### src/rtl/cache_control.sv
// Decision FSM for a direct-mapped write-back cache: sequences the tag/valid/dirty/data
// arrays, handshakes with CPU and physical memory, and keeps saturating hit/miss counters.
module cache_control #(
  parameter int CNT_W = 32
) (
  input  logic             clk,
  input  logic             rst,
  input  logic             mem_read,
  input  logic             mem_write,
  output logic             mem_resp,
  input  logic             hit,
  input  logic             valid_out,
  input  logic             dirty_out,
  output logic             pmem_read,
  output logic             pmem_write,
  input  logic             pmem_resp,
  output logic             pmem_addr_sel,
  output logic             data_sel,
  output logic             load_data,
  output logic             load_tag,
  output logic             load_valid,
  output logic             load_dirty,
  output logic             dirty_in,
  output logic [CNT_W-1:0] hit_count,
  output logic [CNT_W-1:0] miss_count
);

  typedef enum logic [1:0] {
    IDLE      = 2'd0,
    TAG_CHECK = 2'd1,
    WRITEBACK = 2'd2,
    ALLOCATE  = 2'd3
  } state_e;

  state_e           state_q, state_d;
  logic             refill_q, refill_d;
  logic [CNT_W-1:0] hit_q, hit_d;
  logic [CNT_W-1:0] miss_q, miss_d;
  logic             req;

  function automatic logic [CNT_W-1:0] sat_inc(input logic [CNT_W-1:0] v);
    return (&v) ? v : v + 1'b1;
  endfunction

  // A simultaneous read and write is serviced as a write, so only mem_write matters below.
  assign req = mem_read | mem_write;

  always_comb begin
    state_d       = state_q;
    refill_d      = refill_q;
    hit_d         = hit_q;
    miss_d        = miss_q;
    mem_resp      = 1'b0;
    pmem_read     = 1'b0;
    pmem_write    = 1'b0;
    pmem_addr_sel = 1'b0;
    data_sel      = 1'b0;
    load_data     = 1'b0;
    load_tag      = 1'b0;
    load_valid    = 1'b0;
    load_dirty    = 1'b0;
    dirty_in      = 1'b0;
    case (state_q)
      IDLE: begin
        if (req) state_d = TAG_CHECK;
      end
      TAG_CHECK: begin
        if (!req) begin
          state_d  = IDLE;
          refill_d = 1'b0;
        end else if (hit) begin
          mem_resp = 1'b1;
          state_d  = IDLE;
          refill_d = 1'b0;
          if (mem_write) begin
            load_data  = 1'b1;
            load_dirty = 1'b1;
            dirty_in   = 1'b1;
          end
          // The retry after a fill always hits; it must not be scored as a hit.
          if (!refill_q) hit_d = sat_inc(hit_q);
        end else begin
          miss_d  = sat_inc(miss_q);
          state_d = (valid_out && dirty_out) ? WRITEBACK : ALLOCATE;
        end
      end
      WRITEBACK: begin
        pmem_write    = 1'b1;
        pmem_addr_sel = 1'b1;
        if (pmem_resp) state_d = ALLOCATE;
      end
      ALLOCATE: begin
        pmem_read = 1'b1;
        if (pmem_resp) begin
          load_data  = 1'b1;
          data_sel   = 1'b1;
          load_tag   = 1'b1;
          load_valid = 1'b1;
          load_dirty = 1'b1;
          refill_d   = 1'b1;
          state_d    = TAG_CHECK;
        end
      end
      default: state_d = IDLE;
    endcase
  end

  // Reset forces IDLE asynchronously, which zeroes every decoded output at once.
  always_ff @(posedge clk or negedge rst) begin
    if (!rst) begin
      state_q  <= IDLE;
      refill_q <= 1'b0;
      hit_q    <= '0;
      miss_q   <= '0;
    end else begin
      state_q  <= state_d;
      refill_q <= refill_d;
      hit_q    <= hit_d;
      miss_q   <= miss_d;
    end
  end

  assign hit_count  = hit_q;
  assign miss_count = miss_q;

endmodule

### config.mk
export PLATFORM = sky130hd
export DESIGN_NAME = cache_control
export DESIGN_NICKNAME = d
export VERILOG_FILES = /design/src/rtl/cache_control.sv
export SDC_FILE = /design/constraint.sdc
export NUM_CORES = 1
export LEC_CHECK = 0
export CAP_MARGIN = 0
export CORE_MARGIN = 1.5
export CORE_UTILIZATION = 46
export CTS_BUF_LIST = sky130_fd_sc_hd__clkbuf_8
export CTS_CLUSTER_SIZE = 16
export DETAILED_ROUTE_END_ITERATION = 10
export PLACE_DENSITY = 0.8
export SYNTH_ARGS = -nofsm -noshare
export SYNTH_HDL_FRONTEND = slang
export SYNTH_SLANG_ARGS = --single-unit
### constraint.sdc
create_clock -name clk -period 2.46 [get_ports clk]
set_clock_uncertainty 0.1 [all_clocks]
set_input_delay 0.492 -clock clk [delete_from_list [all_inputs] [get_ports clk]]
set_output_delay 0.492 -clock clk [all_outputs]
set_load 0.03 [all_outputs]
==> summary.txt <==
Worst setup path
  • Worst EP required: 1870 ps
  • CP max FO: 4
  • Crit path DAT: about 1800 ps
  • Slowest Stage Delay on Critical Path: 390 ps
  • Worst Path Buf+Inv: 2
  • CP endpoint kind: primary output
  • Crit path max-delay cell type: dfrtp_1
  • WS Path Type: flop to primary output
  • CP top delay family: simple AND/OR/NAND/NOR gates
  • Critical-path cell list: inv_1 > ha_1 > and3_2 > or2_2 > clkdlybuf4s15_2
  • CP Launch Type: flop

Finish
  • Non-filler instance count after layout: 537
  • Design Area, Final: 4710 um2
  • Area grow syn2layout: 36.5%
  • Layout net count: 447
  • Most common cell after layout, fill and taps aside: clkdlybuf4s50_1
  • Share of cells above drive strength 1: 0.139
  • Commonest non-fill, non-tap cells in the layout: clkdlybuf4s50_1 (71), dfrtp_1 (67), xnor2_1 (32), nand3_1 (30), xor2_1 (28)
  • # diodes: 0

Timing
  • Hold Slack: approximately 75 ps
  • Max frequency: 0.417 GHz
  • Pins Over Slew Limit: 0
  • Part of the cycle the worst path needs: 0.974
  • RSZ-0062 raised after global routing: false
  • Clock period minus worst slack: 2400 ps
  • Worst rel slew slack: 0.544
  • Slew @ Worst Pin: just under 700 ps
  • Final setup fails: 0
  • Endpoints failing hold: 0

Pwr
  • Clock network power share: 0.322
  • Comb power frac: 0.289
  • Sw frac: 0.328
  • P_sw: roughly 1.1 mW
  • Pint: 2.33 mW
  • VDD IR max: 572 uV
  • Lkg Pwr: 2.09 nW
  • Final Power: between 3 and 4 mW
  • PwrDens: between 700 and 800 nW/um2
  • Sequential Power Share: 0.389

Global routing
  • Largest net degree at the start of global routing: 35
  • All-Layer GR Usage: 0.216
  • Remaining Overflow, GRT: 0
  • Vias in the first global route: around 2800
  • Global-route wire length before repair: approximately 13 mm
  • Initial antenna violation count: 0

Detailed routing
  • WL/cell: around 15 um
  • First DRT Iteration DRCs: just over 100
  • Number of detailed-route iterations in the first pass: 4
  • Via Count: roughly 2900
  • Routed WL: between 8 and 9 mm
  • Via density: 5.33
  • Antenna Nets Post-Route: 0
  • Residual DRC: 0

Clocking
  • Post-CTS Resized: 6
  • Hold-fix buffers, CTS: 0
  • Total CTS buffers: 9
  • Clk root buf: clkbuf_8
  • Setup Buffers After CTS: 0
  • CTS sink cnt: 67
  • CTS tree: done
  • Clock-pin transition on the worst setup and hold timing paths: 70 ps
  • CTS H-tree depth: 3
  • Worst-Skew Late Latency: approximately 350 ps
  • Worst-case clock buffer depth: 2

Synthesis
  • FFs w/ async S/R, synth: 1.00
  • Post-Synthesis Cells: 333
  • Yosys top cell by area: dfrtp_1
  • Number of library cell types mapped by synthesis: 42
  • Yosys top cell area share: 0.486
  • Largest cells by area after synthesis: dfrtp_1 (49%), xnor2_1 (8.1%), xor2_1 (7.1%)
  • Post-Syn Nets: between 300 and 400
  • Post-synthesis sequential area ratio: 0.486
  • Predominant post-synthesis flop cell: dfrtp_1
  • Synthesized flop and latch total: 67
  • Number of synthesized flops with an enable pin: 0
  • Syn avg cell area: between 10 and 15 um2
  • Yosys warns: 0
  • Cell Area, Synth: 3450 um2

Placement
  • Placer Congestion: just over 0.8
  • Buffers on Ports: 81
  • Placed Instances: about 520
  • DP Area: about 4500 um2
  • Post-DP HPWL: 5.87 mm

Run
  • Maximum Capacitance Violations: 0

Status
  • Status: completed

Floorplanning
  • IO Count: 82
  • DIE WIDTH: between 80 and 90 um
  • Core area: between 7000 and 8000 um2
  • Die area: between 8000 and 9000 um2
  • Initial core utilization: 0.475
  • Standard-cell rows: 31
  • Die height: around 90 um

Worst hold path
  • Hold Crit Class: input port to asynchronous set/reset pin
-- area by class of cell --
cell class / instances / area, um2
Fill cell: 603 / 2550
Sequential cell: 67 / 1680
Multi-Input combinational cell: 245 / 1670
Timing Repair Buffer: 100 / 956
Clock buffer: 10 / 138
Tap cell: 99 / 124
Clock inverter: 6 / 104
Inverter: 10 / 37.5
-- flip-flops by register name, summed over array words and instances (netlist names) --
signal,count
miss_count,32
refill_q,1
hit_count,32
state_q,2
-- through the flow --
stage / TNS, ps / util / worst slack, ps
global placement: -928 / 0.614 / -105
global route: 0 / 0.649 / 3.95
finish: 0 / 0.649 / 63.3
detailed placement: -1610 / 0.614 / -138
CTS: 0 / 0.647 / 36.8
floorplan: 0 / - / 191
-- metal layers --
layer,up-vias,share of wire,global-route usage,wire [um]
met4,0,0.020,0.103,163
met5,-,0,0,0
met1,1403,0.42,0.245,3370
met2,74,0.51,0.374,4070
li1,1370,-,-,-
met3,16,0.050,0.0619,397
-- power groups by stage --
stage	combinational (mW)	clock [mW]	sequential, mW
final	1.00	1.12	1.34
after detailed placement	1.01	0	1.36
after CTS	1.01	1.14	1.35
after global placement	0.979	0	1.36
after floorplan	0.420	0	1.51
after global routing	1.08	1.18	1.36
-- kinds of logic after synthesis --
group                    synth area share
AND/OR/NAND/NOR                     0.270
flip-flops                          0.486
XOR/XNOR                            0.152
buffers and inverters              0.0309
AO/OA/AOI/OAI                      0.0323
adder cells (fa/ha/maj)            0.0218
multiplexers                      0.00653
-- Yosys cell counts, drive strengths merged, types with 3 or more instances --
cell type and number:
xor2 28, and4 4, nand2 23, dfrtp 67, and2 4, buf 9
nor2 25, nor3 19, or2 6, inv 10, ha 6, xnor2 32
o21ai 3, nand4 22, nor4 11, nand3 30, a21oi 6, and3 8
-- final timing paths --
| check | to | cells past startpoint | slack (ps) | start |
|---|---|---|---|---|
| setup / recovery | load_dirty | 5 | 60 | state_q[1] |
| hold / removal | hit_count[3] | 1 | 70 | rst |
| setup reg to reg | hit_count[28] | 8 | 230 | state_q[1] |
| hold reg to reg | hit_count[26] | 1 | 390 | hit_count[26] |
| max in group asynchronous | miss_count[30] | 2 | 1560 | rst |
| min in group clk | hit_count[26] | 1 | 390 | hit_count[26] |
(Power assumes the default switching activity.)
